===== src/rtl/vedic_seq_mul_8bit.sv =====
`default_nettype none
// ============================================================================
// Module   : vedic_seq_mul_8bit (with combinational 4x4 Vedic core `multi`)
// Brief    : 8x8 unsigned multiplier, one nibble pair per cycle, valid/ready.
// Revision : 1.0
// ============================================================================

module multi (
    input  logic [3:0] a,
    input  logic [3:0] b,
    output logic [7:0] p
);
    // Urdhva-Tiryagbhyam 2x2 building block: vertical and crosswise products.
    function automatic logic [3:0] vedic2(input logic [1:0] x, input logic [1:0] y);
        logic cross_c;
        logic hi;
        vedic2[0] = x[0] & y[0];
        vedic2[1] = (x[1] & y[0]) ^ (x[0] & y[1]);
        cross_c   = (x[1] & y[0]) & (x[0] & y[1]);
        hi        = x[1] & y[1];
        vedic2[2] = hi ^ cross_c;
        vedic2[3] = hi & cross_c;
    endfunction

    logic [3:0] q0;
    logic [3:0] q1;
    logic [3:0] q2;
    logic [3:0] q3;
    logic [5:0] mid;

    assign q0  = vedic2(a[1:0], b[1:0]);
    assign q1  = vedic2(a[3:2], b[1:0]);
    assign q2  = vedic2(a[1:0], b[3:2]);
    assign q3  = vedic2(a[3:2], b[3:2]);
    assign mid = {2'b00, q1} + {2'b00, q2};
    assign p   = {4'b0000, q0} + {mid, 2'b00} + {q3, 4'b0000};
endmodule

module vedic_seq_mul_8bit (
    input  logic        clk,
    input  logic        rst_n,
    input  logic        in_valid,
    output logic        in_ready,
    input  logic [7:0]  a,
    input  logic [7:0]  b,
    output logic        out_valid,
    input  logic        out_ready,
    output logic [15:0] p,
    output logic        busy
);
    typedef enum logic [1:0] {
        IDLE = 2'd0,
        MUL  = 2'd1,
        DONE = 2'd2
    } state_t;

    state_t      state_q, state_d;
    logic [1:0]  step_q, step_d;
    logic [7:0]  ra_q, ra_d;
    logic [7:0]  rb_q, rb_d;
    logic [15:0] acc_q, acc_d;

    logic [3:0]  nib_a;
    logic [3:0]  nib_b;
    logic [7:0]  pp;
    logic [15:0] pp_shifted;

    // step[0] picks the high nibble of ra, step[1] the high nibble of rb.
    always_comb begin
        nib_a = step_q[0] ? ra_q[7:4] : ra_q[3:0];
        nib_b = step_q[1] ? rb_q[7:4] : rb_q[3:0];
        case (step_q)
            2'd0:    pp_shifted = {8'h00, pp};
            2'd3:    pp_shifted = {pp, 8'h00};
            default: pp_shifted = {4'h0, pp, 4'h0};
        endcase
    end

    multi u_multi (
        .a (nib_a),
        .b (nib_b),
        .p (pp)
    );

    always_comb begin
        state_d = state_q;
        step_d  = step_q;
        ra_d    = ra_q;
        rb_d    = rb_q;
        acc_d   = acc_q;
        case (state_q)
            IDLE: begin
                if (in_valid) begin
                    ra_d    = a;
                    rb_d    = b;
                    acc_d   = 16'h0000;
                    step_d  = 2'd0;
                    state_d = MUL;
                end
            end
            MUL: begin
                acc_d  = acc_q + pp_shifted;
                step_d = step_q + 2'd1;
                if (step_q == 2'd3) begin
                    state_d = DONE;
                end
            end
            DONE: begin
                if (out_ready) begin
                    state_d = IDLE;
                end
            end
            default: state_d = IDLE;
        endcase
    end

    always_ff @(posedge clk) begin
        if (!rst_n) begin
            state_q <= IDLE;
            step_q  <= 2'd0;
            ra_q    <= 8'h00;
            rb_q    <= 8'h00;
            acc_q   <= 16'h0000;
        end else begin
            state_q <= state_d;
            step_q  <= step_d;
            ra_q    <= ra_d;
            rb_q    <= rb_d;
            acc_q   <= acc_d;
        end
    end

    // in_ready is gated by rst_n so nothing is offered while reset is held.
    assign in_ready  = rst_n && (state_q == IDLE);
    assign out_valid = (state_q == DONE);
    assign busy      = (state_q != IDLE);
    assign p         = acc_q;
endmodule

`default_nettype wire


===== config.mk =====
export PLATFORM = sky130hd
export DESIGN_NAME = vedic_seq_mul_8bit
export DESIGN_NICKNAME = d
export VERILOG_FILES = /design/src/rtl/vedic_seq_mul_8bit.sv
export SDC_FILE = /design/constraint.sdc
export NUM_CORES = 1
export LEC_CHECK = 0
export CORE_MARGIN = 1.5
export CORE_UTILIZATION = 55
export CTS_BUF_LIST = sky130_fd_sc_hd__clkbuf_8 sky130_fd_sc_hd__clkbuf_16
export DETAILED_ROUTE_END_ITERATION = 10
export GPL_TIMING_DRIVEN = 0
export PLACE_DENSITY = 0.8
export SETUP_SLACK_MARGIN = 0.4
export SLEW_MARGIN = 20
export SYNTH_ARGS = -nofsm -noshare
export SYNTH_HDL_FRONTEND = slang
export SYNTH_SLANG_ARGS = --single-unit

===== constraint.sdc =====
create_clock -name clk -period 5.7 [get_ports clk]
set_clock_uncertainty 0.1 [all_clocks]
set_input_delay 0.855 -clock clk [delete_from_list [all_inputs] [get_ports clk]]
set_output_delay 0.855 -clock clk [all_outputs]
set_load 0.05 [all_outputs]

Word level (Yosys, flattened, before mapping)
Index checks and enable logic that the tools add are counted.

word-level totals
  register bits = 36
  bits of input ports = 20
  output and inout port bits = 19
  logic and storage cells = 67

operators by class
  $add $sub $neg = 5
  equal/unequal tests = 6
  muxes and demuxes = 11
  bitwise logic cells = 32
  reductions and logical operators = 8

operator list
  operator                                        number
  case mux 16 bit (2 select lines)                2
  bitwise AND 1 bit                               24
  adder 16 bit                                    1
  2-to-1 mux 16 bit                               1
  adder 4 x 8 -> 8 bit                            1
  adder 8 bit                                     1
  2-to-1 mux 2 bit                                4
  2-to-1 mux 4 bit                                2
  XOR 1 bit                                       8
  case mux 2 bit (3 select lines)                 1
  adder 4 x 4 -> 5 bit                            1
  == test 2 bit (second input constant)           2
  logical NOT 2 bit                               2
  != test 2 bit (second input constant)           2
  case mux 2 bit (2 select lines)                 1
  AND reduction 2 bit                             2
  nonzero test 2 bit                              2
  AND reduction 3 bit                             1
  adder 2 x 1 -> 2 bit (second input constant)    1
  == test 2 x 1 -> 1 bit (second input constant)  1
  != test 2 x 1 -> 1 bit (second input constant)  1
  logical AND 1 bit                               1

Depth between registers and ports, before layout
  word-level depth = 10
  depth in mapped cells = 22

Modules after synthesis
Synthesis repeated with hierarchy kept, for this count alone.

unflattened totals
  cells, all modules = 368
  area, all modules = 2904.0 sq um

by module, submodules not included
  module              instances  cells each  area an instance (sq um)  sequential area each (sq um)
  vedic_seq_mul_8bit  1          310         2392.3                    720.7
  multi               1          58          511.7                     0.0

Least setup slack after synthesis
OpenSTA, ideal clock, no wires.

  path type = reg2reg
  from = register step_q[0]
  to = register acc_q[12], in the netlist p[12]
  library setup time = 122 ps
  arrival = 4590 ps
  required time = 5478 ps
  path slack = 889 ps
  stages on the path, launching flop included = 22
  period minus slack after synthesis = 4811 ps
  cell sequence = dfxtp_1 -> clkbuf_1 -> mux2i_1 -> nor2_1 -> ha_1 -> ha_1 -> a21o_1 -> a21oi_1 -> xnor2_1 -> ha_1 -> a21o_1 -> a21oi_1 -> o21ai_1 -> xor2_1 -> a22o_1 -> ha_1 -> a21o_1 -> a21o_1 -> a21oi_1 -> nor2_1 -> or3_1 -> o311a_1

between the ends
  word-level cells in the longest chain between the ends = 10
  elaborated cells on any way between the ends = 41
  classes of those cells = add/sub (4); eq/ne (1); mux (3); bitwise (32); reduce/logical (1)

RTL lines
  item                                            line    text
  from (decl)                                     58      logic [1:0] step_q, step_d;
  from (signal assigned)                          126     step_q <= step_d;
  2-to-1 mux 4 bit                                70      nib_a = step_q[0] ? ra_q[7:4] : ra_q[3:0];
  bitwise AND 1 bit                               18, 19
  bitwise AND 1 bit                               19      cross_c = (x[1] & y[0]) & (x[0] & y[1]);
  XOR 1 bit or bitwise AND 1 bit (tied branches)  21, 22
  adder 4 x 4 -> 5 bit                            35      assign mid = {2'b00, q1} + {2'b00, q2};
  adder 4 x 8 -> 8 bit                            36      assign p = {4'b0000, q0} + {mid, 2'b00} + {q3, 4'b0000};
  adder 8 bit                                     36
  case mux 16 bit (2 select lines) (*)            72      case (step_q)
  adder 16 bit (*)                                102     acc_d = acc_q + pp_shifted;
  case mux 16 bit (2 select lines) (*)            91      case (state_q)
  to (signal assigned)                            123     acc_q <= 16'h0000;
  to (signal assigned)                            129     acc_q <= acc_d;
  to (decl)                                       61      logic [15:0] acc_q, acc_d;

Every way passes the cells marked *; elsewhere a longest branch is shown, timed or not.
A chain may end at the register's enable or synchronous reset.

Worst setup path in the final report
  from = register step_q[1]
  to = register acc_q[12], in the netlist p[12]

between the ends
  word-level cells in the longest chain between the ends = 10
  elaborated cells on any way between the ends = 41
  classes of those cells = add/sub (4); eq/ne (1); mux (3); bitwise (32); reduce/logical (1)

RTL lines
  item                                            line    text
  2-to-1 mux 4 bit                                71      nib_b = step_q[1] ? rb_q[7:4] : rb_q[3:0];
  bitwise AND 1 bit                               18, 19
  bitwise AND 1 bit                               19
  XOR 1 bit or bitwise AND 1 bit (tied branches)  21, 22
  adder 4 x 4 -> 5 bit                            35
  adder 4 x 8 -> 8 bit                            36
  adder 8 bit                                     36
  case mux 16 bit (2 select lines) (*)            72
  adder 16 bit (*)                                102
  case mux 16 bit (2 select lines) (*)            91

Marks and branches as above.

==> summary.txt <==
Placement
  – Routability congestion estimate: 0.884
  – HPWL after detailed placement: approximately 5000 um
  – Count of buffers inserted at the top-level ports: 38

Hold path
  – Origin of the worst min-delay path: p[8]
  – Class of the tightest hold or removal check: flip-flop to flip-flop

Yosys
  – Area leader, netlist: sky130_fd_sc_hd__dfxtp_1
  – Mapped Nets: 402
  – Portion of synthesized cell area occupied by the leading cell type: 25.6%
  – Leading cell types by total area after synthesis: sky130_fd_sc_hd__dfxtp_1 26%, sky130_fd_sc_hd__ha_1 16%, sky130_fd_sc_hd__nand2_1 8.5%
  – Share of async-settable or async-resettable flops after synthesis: 0%
  – Most frequent cells after synthesis: 64 x sky130_fd_sc_hd__nand2_1, 36 x sky130_fd_sc_hd__dfxtp_1, 35 x sky130_fd_sc_hd__ha_1, 23 x sky130_fd_sc_hd__nor2_1, 20 x sky130_fd_sc_hd__a21boi_0
  – Yosys warnings: 0
  – Part of the Yosys area used for sequential elements: 25.6%
  – Count of cell types in the netlist: 53
  – Number of instances in the synthesized netlist: ~340
  – Count of state elements after synthesis: 36
  – Post-Syn Area: 0.00282 mm^2
  – Prevailing post-synth register cell: sky130_fd_sc_hd__dfxtp_1
  – Mean area per synthesized cell: slightly above 8 um^2
  – Number of enable flip-flop cells after synthesis: 0
  – Cell with the most instances after synthesis: sky130_fd_sc_hd__nand2_1

Drt
  – Drt first pass iters: 4
  – Vias per cell: 5.63
  – Iteration-0 DRC Markers: 153
  – Total via count after detailed routing: between 2000 and 3000
  – Drt total wl: 6710 um
  – Antenna Violating Nets Remaining: 0
  – Routed length per placed instance: ~15 um
  – Total DRC errors in the routed layout: 0

Timing
  – Number of hold violations in the final report: 0
  – TNS Setup: 0 ps
  – Final clock period utilization by the worst path: between 80% and 90%
  – Transition time at the pin with the least slew margin: around 500 ps
  – Clock period minus worst slack: 5110 ps
  – Number of max-slew violations in the final report: 0
  – Final setup violation count: 0
  – Fmax: 196 MHz
  – Max transition margin: between 60% and 70%
  – Setup repair after global routing missed its margin: no

GRT
  – Global-route wire length before repair: 10500 um
  – Largest net degree at the start of global routing: 13
  – Fraction of met3 tracks used by global routing: 4.34%
  – Most congested layer reported by global routing: met2
  – Global-route track usage on met2: 40.4%
  – Initial antenna violation count: 0
  – Global router's overall resource usage: 24.9%
  – Total overflow reported by the global router: 0
  – Grt met1 use: 33.8%
  – Via count of the first global-routing pass: 2310

Worst setup path
  – Cell family with most CP delay: compound AO/OA/AOI/OAI gates
  – Type of element capturing the critical path: flip-flop
  – Critical path fanouts, max: 6
  – Startpoint of the worst-slack reg-to-reg timing path: step_q[1]
  – Slowest library cell on the worst path: sky130_fd_sc_hd__dfxtp_1
  – Cell chain of the critical path: buf_4 > mux2i_4 > nor2_1 > ha_1 > ha_1 > a21o_1 > a21oi_1 > xnor2_1 > ha_1 > a21o_1 > a21oi_1 > o21ai_1 > xor2_1 > a22o_1 > ha_1 > a21o_1 > a21o_1 > a21oi_2 > nor2_1 > or3_1 > o311a_1
  – Worst Setup Start Kind: flip-flop
  – Critical path start-end classification: flip-flop to flip-flop
  – Launching element of the worst setup path: step_q[1]
  – Crit path required time: between 5000 and 6000 ps
  – Data arrival at the endpoint of the critical path: 5200 ps
  – Number of buffer and inverter instances along the worst setup path: 1
  – Delay contributed by the slowest stage of the critical path: 380 ps

Clock tree
  – Number of hold buffers added after cts: 0
  – Clock buffer depth: 2
  – Worst-skew pair later-pin latency: 300 ps
  – Post-CTS sizing: 6
  – Clock transition at path regs: 80 ps
  – Clock buffers created by TritonCTS: 5
  – Root buffer cell: sky130_fd_sc_hd__clkbuf_8
  – Number of sinks handled by clock tree synthesis: 36
  – Total number of H-tree levels: 2
  – Clock tree from TritonCTS: done
  – Post-CTS Setup Bufs: 0

Pwr
  – Tot Pwr: ~0.6 mW
  – Static Leakage: 1.53 nW
  – Maximum resistive drop on vdd: 0.130 mV
  – Total power per unit cell area: 177 mW/mm^2

Floorplan
  – Boundary Pins: 39
  – Core Footprint: 0.00482 mm^2
  – Die Ht: between 70 and 80 um
  – Area of the die: 0.00556 mm^2
  – Effective utilization at floorplan: 58.5%
  – Chip Width: 74.6 um
  – Placement row count: 25

Cells and area
  – Core utilization of the finished layout: between 70% and 80%
  – Total Nets Final: 447
  – Antenna diode count: 0
  – FILL cells: 391
  – Area added between synthesis and finish: 24.1%
  – Layout cells sized above 1: 9.23%

Outcome
  – Result of the run: complete, no violations

Run
  – Max-cap violations: 0
-- layout by cell type, fill, tap and decap left out, types with 3 or more instances in the layout --
cell type,n
sky130_fd_sc_hd__clkdlybuf4s50_1,38
sky130_fd_sc_hd__inv_1,5
sky130_fd_sc_hd__clkbuf_8,6
sky130_fd_sc_hd__o21ai_0,17
sky130_fd_sc_hd__a21o_1,11
sky130_fd_sc_hd__buf_2,3
sky130_fd_sc_hd__a21boi_0,20
sky130_fd_sc_hd__ha_1,35
sky130_fd_sc_hd__nor2_1,23
sky130_fd_sc_hd__dfxtp_1,36
sky130_fd_sc_hd__nand3_1,9
sky130_fd_sc_hd__xor2_1,9
sky130_fd_sc_hd__nor2b_1,5
sky130_fd_sc_hd__a22o_1,4
sky130_fd_sc_hd__nand2_1,64
sky130_fd_sc_hd__mux2i_4,7
sky130_fd_sc_hd__and2_1,12
sky130_fd_sc_hd__fa_1,3
sky130_fd_sc_hd__o21a_1,3
sky130_fd_sc_hd__a21oi_1,17
sky130_fd_sc_hd__clkbuf_1,9
sky130_fd_sc_hd__xnor2_1,8
-- cells by family (layout without fill, tap and decap cells) --
| kind of cell | after synthesis | after routing | share of synthesized area [%] |
|---|---|---|---|
| buffers and inverters | 21 | 67 | 3.29 |
| muxes | 9 | 9 | 3.20 |
| DFF | 36 | 36 | 25.6 |
| AOI/OAI and AO/OA | 94 | 94 | 23.4 |
| xor gates and xnor gates | 18 | 18 | 6.13 |
| adders and majority gates | 38 | 38 | 17.7 |
| and+or+nand+nor | 128 | 128 | 20.7 |
-- where the power goes --
part | internal (mW) | switching [mW]
logic | 0.0486 | 0.0669
clock network | 0.130 | 0.103
registers | 0.261 | 0.00894
total | 0.439 | 0.179
-- flip-flops by register name (all words and copies together) (netlist names) --
signal	flops
step_q	2
p	16
ra_q	8
rb_q	8
state_q	2
-- stage by stage --
stage               hold slack (ps)  area, um^2  worst slack, ps  std cells
detailed placement              357        3280              324        449
floorplan                       343        2820              889        344
global placement                350        3280              400        449
global route                    422        3500              383        457
CTS                             369        3410              456        457
finish                          386        3500              589        457
-- cell type report --
type,instances,area [um^2],area share (%)
multi-input cells,287,2100,60.1
clock buffers,5,68.8,1.97
inverters,5,18.8,0.537
well taps,67,83.8,2.40
plain buffers,16,81.3,2.33
flip-flops and latches,36,721,20.6
repair buffers,38,380,10.9
clock inverters,3,42.5,1.22
-- worst paths after layout --
path | cells past startpoint | slack, ps | endpoint
max | 21 | 590 | p[12]
min | 2 | 390 | p[8]
max reg2reg | 21 | 590 | p[12]
min reg2reg | 2 | 390 | p[8]
-- worst reg2reg max path, stage by stage (launching register included) --
cell and delay (ps):
sky130_fd_sc_hd__dfxtp_1 380, sky130_fd_sc_hd__buf_4 230, sky130_fd_sc_hd__mux2i_4 330, sky130_fd_sc_hd__nor2_1 80
sky130_fd_sc_hd__ha_1 320, sky130_fd_sc_hd__ha_1 310, sky130_fd_sc_hd__a21o_1 200, sky130_fd_sc_hd__a21oi_1 200
sky130_fd_sc_hd__xnor2_1 90, sky130_fd_sc_hd__ha_1 350, sky130_fd_sc_hd__a21o_1 170, sky130_fd_sc_hd__a21oi_1 130
sky130_fd_sc_hd__o21ai_1 120, sky130_fd_sc_hd__xor2_1 180, sky130_fd_sc_hd__a22o_1 250, sky130_fd_sc_hd__ha_1 310
sky130_fd_sc_hd__a21o_1 200, sky130_fd_sc_hd__a21o_1 190, sky130_fd_sc_hd__a21oi_2 200, sky130_fd_sc_hd__nor2_1 70
sky130_fd_sc_hd__or3_1 310, sky130_fd_sc_hd__o311a_1 280
-- per-layer routing --
| layer | vias up | part of all wire [%] |
|---|---|---|
| met4 | 0 | 1.2 |
| met1 | 1189 | 47 |
| met2 | 75 | 46 |
| li1 | 1301 | - |
| met5 | - | 0 |
| met3 | 9 | 5.6 |
Note: power is estimated with default switching activity, not from simulation.
